$ cat config.mk
export PLATFORM = sky130hd
export DESIGN_NAME = irq_controller
export DESIGN_NICKNAME = d
export VERILOG_FILES = /design/src/rtl/irq_pkg.sv /design/src/rtl/irq_prio_enc.sv /design/src/rtl/irq_controller.sv
export SDC_FILE = /design/constraint.sdc
export NUM_CORES = 1
export LEC_CHECK = 0
export ABC_AREA = 1
export BUFFER_PORTS_ARGS = -buffer_cell sky130_fd_sc_hd__buf_2
export CAP_MARGIN = 0
export CORE_AREA = 4 4 41 43
export DETAILED_ROUTE_END_ITERATION = 7
export DIE_AREA = 0 0 45 47
export HOLD_SLACK_MARGIN = 0.05
export PLACE_DENSITY = 0.79
export SLEW_MARGIN = 20
export SYNTH_ARGS = -nofsm -noshare
export SYNTH_HDL_FRONTEND = slang
export SYNTH_HIERARCHICAL = 1
export SYNTH_SLANG_ARGS = --single-unit
export TNS_END_PERCENT = 5
$ cat constraint.sdc
create_clock -name clk -period 2.8 [get_ports clk]
set_clock_uncertainty 0.2 [all_clocks]
set_input_delay 0.28 -clock clk [delete_from_list [all_inputs] [get_ports clk]]
set_output_delay 0.28 -clock clk [all_outputs]
set_load 0.02 [all_outputs]
$ cat src/rtl/irq_pkg.sv
// Shared types and defaults for the interrupt controller slice.
package irq_pkg;

  typedef enum logic [1:0] {
    IDLE    = 2'd0,
    REQ     = 2'd1,
    SERVICE = 2'd2
  } irq_state_t;

  localparam int NUM_IRQ_DEF = 4;

  function automatic int id_width(input int n);
    return (n > 1) ? $clog2(n) : 1;
  endfunction

endpackage

$ cat src/rtl/irq_prio_enc.sv
// Fixed-priority encoder: the highest set index of the eligible vector wins.
module irq_prio_enc #(
  parameter int N = 4,
  parameter int W = 2
) (
  input  logic [N-1:0] eligible,
  output logic [W-1:0] idx,
  output logic         valid
);

  always_comb begin
    idx   = '0;
    valid = |eligible;
    // Ascending scan, so the last hit (highest index) is the one kept.
    for (int i = 0; i < N; i++) begin
      if (eligible[i]) idx = W'(i);
    end
  end

endmodule

$ cat src/rtl/irq_controller.sv
// Pending/mask capture with a single in-flight request/ack/done handshake.
// Build option IRQ_EDGE_DETECT_EN: pending sets on rising edges of p instead of levels.
//
// state   | meaning
// IDLE    | waiting for an eligible pending source
// REQ     | int1 high, x latched, waiting for irq_ack
// SERVICE | busy high, waiting for irq_done
module irq_controller
  import irq_pkg::*;
#(
  parameter int NUM_IRQ = NUM_IRQ_DEF,
  parameter int ID_W    = id_width(NUM_IRQ)
) (
  input  logic               clk,
  input  logic               rst,
  input  logic [NUM_IRQ-1:0] p,
  input  logic               mask_we,
  input  logic [NUM_IRQ-1:0] mask_wdata,
  input  logic               irq_ack,
  input  logic               irq_done,
  output logic               int1,
  output logic [ID_W-1:0]    x,
  output logic [NUM_IRQ-1:0] pending,
  output logic               busy
);

  irq_state_t         state_q, state_d;
  logic [ID_W-1:0]    x_q, x_d;
  logic [NUM_IRQ-1:0] pending_q, pending_d;
  logic [NUM_IRQ-1:0] mask_q, mask_d;
  logic [NUM_IRQ-1:0] set_vec, clr_vec, eligible;
  logic [ID_W-1:0]    sel_idx;
  logic               sel_valid;

`ifdef IRQ_EDGE_DETECT_EN
  logic [NUM_IRQ-1:0] p_q, p_d;

  always_comb p_d = p;

  always_ff @(posedge clk or posedge rst) begin
    if (rst) p_q <= '0;
    else     p_q <= p_d;
  end

  assign set_vec = p & ~p_q;
`else
  assign set_vec = p;
`endif

  assign eligible = pending_q & ~mask_q;

  irq_prio_enc #(
    .N (NUM_IRQ),
    .W (ID_W)
  ) u_prio_enc (
    .eligible (eligible),
    .idx      (sel_idx),
    .valid    (sel_valid)
  );

  always_comb begin
    state_d = state_q;
    x_d     = x_q;
    clr_vec = '0;
    case (state_q)
      IDLE: begin
        if (sel_valid) begin
          x_d     = sel_idx;
          state_d = REQ;
        end
      end
      REQ: begin
        if (irq_ack) begin
          clr_vec = NUM_IRQ'(1) << x_q;
          state_d = SERVICE;
        end
      end
      SERVICE: begin
        if (irq_done) state_d = IDLE;
      end
      default: state_d = IDLE;
    endcase
  end

  // A set landing in the same cycle as the ack clear keeps the bit pending.
  always_comb begin
    pending_d = (pending_q & ~clr_vec) | set_vec;
    mask_d    = mask_we ? mask_wdata : mask_q;
  end

  always_ff @(posedge clk or posedge rst) begin
    if (rst) begin
      state_q   <= IDLE;
      x_q       <= '0;
      pending_q <= '0;
      mask_q    <= '0;
    end else begin
      state_q   <= state_d;
      x_q       <= x_d;
      pending_q <= pending_d;
      mask_q    <= mask_d;
    end
  end

  assign int1    = (state_q == REQ);
  assign busy    = (state_q == SERVICE);
  assign x       = x_q;
  assign pending = pending_q;

endmodule
-- After elaboration in Yosys (flattened, before gate mapping)
Index checks and enable logic that the tools add are counted.
- output and inout bits: 8
- word-level logic and storage cells: 28
- flip-flop bits (word level): 12
- input port bits: 13
- multiplexer cells: 9
- shifts and indexed selects: 1
- bitwise logic cells: 5
- equality and inequality tests: 5
- reductions and logical operators: 4
- operators by type and width (cell ; count):
    2-bit two-way mux ; 5
    4-bit bitwise AND ; 2
    4-bit two-way mux ; 2
    4-bit NOT ; 2
    2-bit != test (second input constant) ; 3
    2-bit one-hot mux with 3 select lines ; 1
    4-bit OR ; 1
    4-bit OR reduction ; 1
    1-bit by 2-bit << shifter with 4-bit output (first input constant) ; 1
    3-bit AND reduction ; 1
    2-bit by 1-bit == test with 1-bit output (second input constant) ; 1
    2-bit == test (second input constant) ; 1
    2-bit logical NOT ; 1
    2-bit AND reduction ; 1
    1-bit two-way mux ; 1

-- Depth between registers and ports, before layout
Gate-level depths: netlist of the first run.
- depth after elaboration: 6
- mapped depth: 7
- mapped depth without buffers: 7

-- By module
Netlist of the first run, hierarchy kept.
- modules (own cells, without submodules) (module ; area an instance (um^2) ; instances ; seq. area each (um^2) ; cells each):
    irq_controller ; 551.8 ; 1 ; 300.3 ; 58
    irq_prio_enc ; 32.5 ; 1 ; 0.0 ; 8

-- Worst setup path before layout of the first run
Ideal clock, no wire load.
- kind: register to register
- start point: register pending_q[3] (netlist: pending[3])
- end point: register x_q[1] (netlist: x[1])
- slack: 1.484 ns
- path buffers: 0
- cell stages (with the launch flop): 8
- arrival: 0.995 ns
- data required time: 2.479 ns
- library setup time: 0.121 ns
- period minus slack after synthesis: 1.316 ns
- cell sequence: dfrtp_1 -> inv_1 -> nor2_1 -> nor2_2 -> nand2_1 -> nand3_2 -> nand2_1 -> o21ai_1
- word-level cells in the longest chain between the ends: 3
- elaborated cells between the ends (all ways): 4
- classes of those cells: mux (1); bitwise (1); reduce/logical (2)
- ends and longest elaborated chain (element ; RTL line ; source):
    from (decl) ; irq_controller.sv:29 ; logic [NUM_IRQ-1:0] pending_q, pending_d;
    from (signal assigned) ; irq_controller.sv:100 ; pending_q <= pending_d;
    4-bit bitwise AND ; irq_controller.sv:50 ; assign eligible = pending_q & ~mask_q;
    net eligible[3] ; irq_controller.sv:31 ; logic [NUM_IRQ-1:0] set_vec, clr_vec, eligible;
    4-bit OR reduction ; irq_prio_enc.sv:13 ; valid = |eligible;
    net sel_valid ; irq_controller.sv:33 ; logic sel_valid;
    2-bit AND reduction (no line) ; -- ;
    to (signal assigned) ; irq_controller.sv:94 ; x_q <= '0;
    to (signal assigned) ; irq_controller.sv:99 ; x_q <= x_d;
    to (decl) ; irq_controller.sv:28 ; logic [ID_W-1:0] x_q, x_d;
The timed path passes the listed nets, and every way through them passes these cells.
A chain may end at the register's enable or synchronous reset.

-- Final worst setup path of the first run
- start point: register state_q[0]
- end point: output int1
- word-level cells in the longest chain between the ends: 1
- ends and longest elaborated chain (element ; RTL line ; source):
    from (decl) ; irq_controller.sv:27 ; irq_state_t state_q, state_d;
    from (signal assigned) ; irq_controller.sv:98 ; state_q <= state_d;
    2-bit by 1-bit == test with 1-bit output ; irq_controller.sv:105 ; assign int1 = (state_q == REQ);
    to (decl) ; irq_controller.sv:21 ; output logic int1,
No other way between the ends.

==> metrics.cfg, run 1 <==
[status]
run_status = finished, final reports clean

[synthesis]
synth_most_common_cell = inv_1
async_flop_share = 1.00
ys_warn_count = 6
synth_ff_type = dfrtp_1
synth_top_area_frac = 0.514
synth_nets = 79
synth_area_leaders = dfrtp_1, inv_1, mux2_1
avgSynthCellArea_um2 = 8.85
synth_top_area_cell = dfrtp_1
ys_top_cells_by_count = inv_1, dfrtp_1, nand2_1, nor2_1, mux2_1
synth-seq-cells = 12
synth_edf_count = 0
syn_area_um2 = 584
syn_inst = 66
synth.yosys.seq_area_share = 0.514
synth_cell_type_count = 15

[drt]
wl_mm = 1.27
wl_met3_um = 93
routedWlPerCell_um = 11.1
vias_per_cell = 4.60
drt-initial-drc-count = 6
drc = 0
drt-pass1-iter-count = 4
met2_wirelength_um = 679
postRouteAntennaNets = 0
highest_layer = met4
met1Wirelength_um = 492
vias = 529

[placement]
place_area_um2 = 703
dp_cells = 101
portBuffers = 20
hpwl_um = 946
gp_congestion = 0.760

[hold_path]
min_path_cells = 2
min_path_type = in -> reg
worstHoldStart = irq_ack

[setup_path]
worst_setup_path_end_kind = output port
rr_worst_depth = 6
crit_start = state_q[0]
start_kind = register
critical_path_required_ns = 2.32
path_max_fanout = 4
criticalPathCategory = reg -> out
arrival_ns = 1.08
r2r_slack_ns = 1.54
r2r-start = mask_q[2]

[pwr]
p_comb_frac = 0.405
vdd_drop_max_mv = 0.471
intPower_uw = 400
p_leak_nw = 0.456
pwr-share-seq = 0.395
p_switching_uw = 284
power.density_mw_per_mm2 = 815
clkPwrFrac = 0.200
p_sw_frac = 0.415

[finish]
design_area_um2 = 840
fin_nets = 114
finalNonFillerCells = 115
drive_gt1_frac = 0.320
syn_to_final_growth_pct = 43.7
n_fill_cell = 124
antennaDiodeCount = 0
multi_input_area_um2 = 220
seq_area_um2 = 300

[cts]
numCtsBuffers = 3
cts_resized = 0
cts_setup_buffers = 0
cts_tree = done
cts_sinks = 12
cts_root_buf = clkbuf_4
clock_latency_ns = 0.27
clk_pin_slew_ns = 0.08
ctsHtreeMaxLevel = 1
clockBufferDepth = 2
holdBufCountCts = 10

[sta]
rsz0062_at_grt = false
slew_headroom = 0.705
setup_viol = 0
tightest_slew_ns = 0.442
min_period_ns = 1.56
hold_viol = 0
fin_crit_sh = 0.559
fmax_ghz = 0.639
finalSetupTns_ns = 0
drv_slew = 0

[floorplanning]
core-area_mm2 = 0.00130
die_x_um = 45
die_h_um = 47
io_pins = 21
rows = 13
die_area_mm2 = 0.00212
initial_core_util = 0.449

[global_route]
overflow = 0
grt_pass1_wl_mm = 2.33
first_global_vias = 557
grt_usage = 0.156
antenna_found_initial = 0
grt_max_degree = 13

[run]
cap_violations = 0

through the flow:
step | utilization | setup slack [ns] | total power, mW | hold slack, ns
6_report | 0.645 | 1.24 | 0.685 | 0.0737
5_1_grt | 0.645 | 1.16 | 0.743 | 0.0967
4_1_cts | 0.645 | 1.22 | 0.691 | 0.0628
3_5_place_dp | 0.540 | 1.55 | 0.538 | 0.106
3_3_place_gp | 0.540 | 1.57 | 0.524 | 0.0956
2_1_floorplan | - | 1.48 | 0.453 | -0.0553
final cells by class:
class                      count  area share
inverter                      17      0.0760
tap                           15      0.0224
timing repair buffer          30       0.238
clock buffer                   4      0.0432
multi-input combinational     37       0.262
sequential                    12       0.358
cells in the final DEF, fill, tap and decap left out, drive strengths merged:
cell type and n:
o21bai 3, clkbuf 4, dfrtp 12, inv 17
nor2 10, dlygate4sd3 10, mux2 4, o31ai 1
o21ai 3, nand3 5, buf 20, nand2 11
critical path, stage by stage (launching register included):
cell     delay [ns]
dfrtp_1        0.44
inv_2          0.08
nor2_4         0.11
buf_2          0.18
layer usage:
| metal | track usage | up-vias |
|---|---|---|
| li1 | - | 269 |
| met1 | 0.168 | 239 |
| met2 | 0.282 | 19 |
| met3 | 0.0345 | 2 |
| met4 | 0.0877 | 0 |
| met5 | 0 | - |
final timing paths:
kind / end
min: state_q[0]
max reg2reg: x[1]
max: int1
max in group asynchronous: state_q[1]
min reg2reg: pending[0]
min in group asynchronous: mask_q[0]
flip-flops by register name (all words and copies together) (netlist names):
name and count:
mask_q 4, pending 4, state_q 2, x 2
cell families after synthesis:
group / count (synthesis) / share of synthesized area
and+or+nand+nor: 26 / 0.216
buffers and inverters: 17 / 0.109
DFF: 12 / 0.514
AOI/OAI and AO/OA: 7 / 0.0835
muxes: 4 / 0.0771
power groups by stage:
stage	logic (mW)	clock network, mW	registers, mW
floorplan	0.160	0	0.293
global placement	0.256	0	0.268
detailed placement	0.267	0	0.271
CTS	0.280	0.141	0.269
global route	0.311	0.153	0.278
finish	0.277	0.137	0.270
No activity file was read; power rests on OpenSTA's default activity.
==> run 2, diff against run 1 <==
- CORE_AREA: 4 4 41 43 -> unset
- CORE_MARGIN: unset -> 4
- CORE_UTILIZATION: unset -> 41
- DIE_AREA: 0 0 45 47 -> unset
- PLACE_DENSITY: 0.79 -> 0.78
- clock period: 2.8 -> 1.3 ns (I/O delays scaled with it)
==> run 2 against run 1 <==
Effect of this change: worst setup slack got worse by 1.3 ns; largest cell class unchanged; register-to-register slack worse by 1.5 ns; largest power group unchanged; sequential cell count unchanged; critical endpoint unchanged; the run now ends with negative setup slack left.
==> metrics.cfg, run 2 (synthesized netlist as in run 1, its figures left out) <==
[setup_path]
criticalPathCategory = reg -> out  ; unchanged
r2r-start = mask_q[1]  ; was mask_q[2]
start_kind = register  ; unchanged
r2r_end = x[1]  ; unchanged
rr_worst_depth = 6  ; unchanged
critical_path_required_ns = 0.97  ; was 2.32 ns
worst_setup_path_end_kind = output port  ; unchanged
arrival_ns = 0.99  ; was 1.08 ns
path_max_fanout = 4  ; unchanged
r2r_slack_ns = 0.06  ; was 1.54 ns

[placement]
hpwl_um = 876  ; was 946 um
dp_cells = 101  ; unchanged
place_area_um2 = 704  ; was 703 um2
gp_congestion = 0.705  ; was 0.760
portBuffers = 20  ; unchanged

[drt]
routedWlPerCell_um = 10.7  ; was 11.1 um
vias_per_cell = 4.64  ; was 4.60
postRouteAntennaNets = 0  ; unchanged
wl_mm = 1.28  ; was 1.27 mm
vias = 557  ; was 529
drc = 0  ; unchanged
drt-pass1-iter-count = 4  ; unchanged
drt-initial-drc-count = 3  ; was 6

[floorplanning]
initial_core_util = 0.443  ; was 0.449
core-area_mm2 = 0.00132  ; was 0.00130 mm2
rows = 13  ; unchanged
io_pins = 21  ; unchanged
die_x_um = 45.8  ; was 45 um
die_h_um = 45.8  ; was 47 um
die_area_mm2 = 0.00209  ; was 0.00212 mm2

[finish]
final_common_cell = buf_2  ; unchanged
fin_nets = 119  ; was 114
final_cell_mix = buf_2, inv_1, dlygate4sd3_1  ; was buf_2, inv_1, dfrtp_1
design_area_um2 = 910  ; was 840 um2
finalNonFillerCells = 120  ; was 115
antennaDiodeCount = 0  ; unchanged
drive_gt1_frac = 0.410  ; was 0.320
syn_to_final_growth_pct = 55.7  ; was 43.7%

[pwr]
vdd_drop_max_mv = 0.948  ; was 0.471 mV
power.density_mw_per_mm2 = 1770  ; was 815 mW/mm2
total_power_mw = 1.61  ; was 685 uW
p_leak_nw = 0.479  ; was 0.456 nW

[sta]
rsz0062_at_grt = true  ; was false
fmax_ghz = 0.755
tightest_slew_ns = 0.454  ; was 0.442 ns
drv_slew = 0  ; unchanged
fin_crit_sh = 1.02
slew_headroom = 0.697  ; was 0.705
min_period_ns = 1.32
setup_viol = 2  ; was 0
hold_viol = 0  ; unchanged
setup_slack_ns = -0.0246  ; was 1.24 ns

[cts]
clockBufferDepth = 2  ; unchanged
cts_sinks = 12  ; unchanged
numCtsBuffers = 3  ; unchanged
cts_tree = done  ; unchanged
cts_root_buf = clkbuf_4  ; unchanged
clk_pin_slew_ns = 0.08  ; about the same
ctsHtreeMaxLevel = 1  ; unchanged
clock_latency_ns = 0.27  ; about the same

[global_route]
antenna_found_initial = 0  ; unchanged
grt_max_degree = 13  ; unchanged
grt_pass1_wl_mm = 2.35  ; was 2.33 mm
grt_usage = 0.157  ; was 0.156
first_global_vias = 583  ; was 557
overflow = 0  ; unchanged

[status]
violations = negative setup slack
run_status = finished with violations  ; was finished, final reports clean

[run]
cap_violations = 0  ; unchanged

[hold_path]
min_path_type = in -> async  ; was in -> reg

[run 2: worst max path at each step]
stage | from | to | slack, ns
2_1_floorplan | pending[2] | x[1] | 0.01
3_3_place_gp | mask_q[2] | x[0] | 0.10
3_5_place_dp | pending[3] | x[1] | 0.04
4_1_cts | state_q[0] | int1 | -0.03
5_1_grt | state_q[0] | int1 | -0.07
6_report | state_q[0] | int1 | -0.02
[run 2: routing by layer]
metal  share of wire  up-vias  track usage
met3           0.054        2       0.0474
met2            0.49       15        0.265
met4          0.0078        0       0.0511
li1                -      280            -
met5               0        -            0
met1            0.45      260        0.190
[run 2: stage by stage]
stage / TNS (ns) / setup slack [ns] / util / hold WS, ns
after floorplan: 0 / 0.0130 / - / -0.205
after global placement: 0 / 0.103 / 0.535 / -0.0526
after detailed placement: 0 / 0.0422 / 0.535 / -0.0380
after CTS: -0.0580 / -0.0309 / 0.677 / 0.214
after global routing: -0.149 / -0.0729 / 0.690 / 0.248
final: -0.0247 / -0.0246 / 0.690 / 0.202
[run 2: report_power, final]
part | leakage, nW | internal [mW] | switching (mW)
clock | 0.0210 | 0.170 | 0.126
combinational | 0.328 | 0.330 | 0.400
sequential | 0.130 | 0.474 | 0.108
[run 2: critical path: stages (launching register included)]
cell	delay [ns]
dfrtp_1	0.43
inv_2	0.07
nor2_4	0.10
buf_6	0.12
[run 2: cell type report]
class / instances / area, um2
Fill cell: 102 / 408
Multi-Input combinational cell: 37 / 233
Clock buffer: 4 / 36.3
Timing Repair Buffer: 35 / 255
Inverter: 17 / 63.8
Tap cell: 15 / 18.8
Sequential cell: 12 / 303
[run 2: repair_timing]
item / CTS / global route
endpoints found under the hold margin: 22 / 0
pin swaps: 1 / 2
resized for setup: 3 / 8
setup buffers: 3 / 0
setup endpoints to repair: 2 / 6
hold buffers: 12 / 0
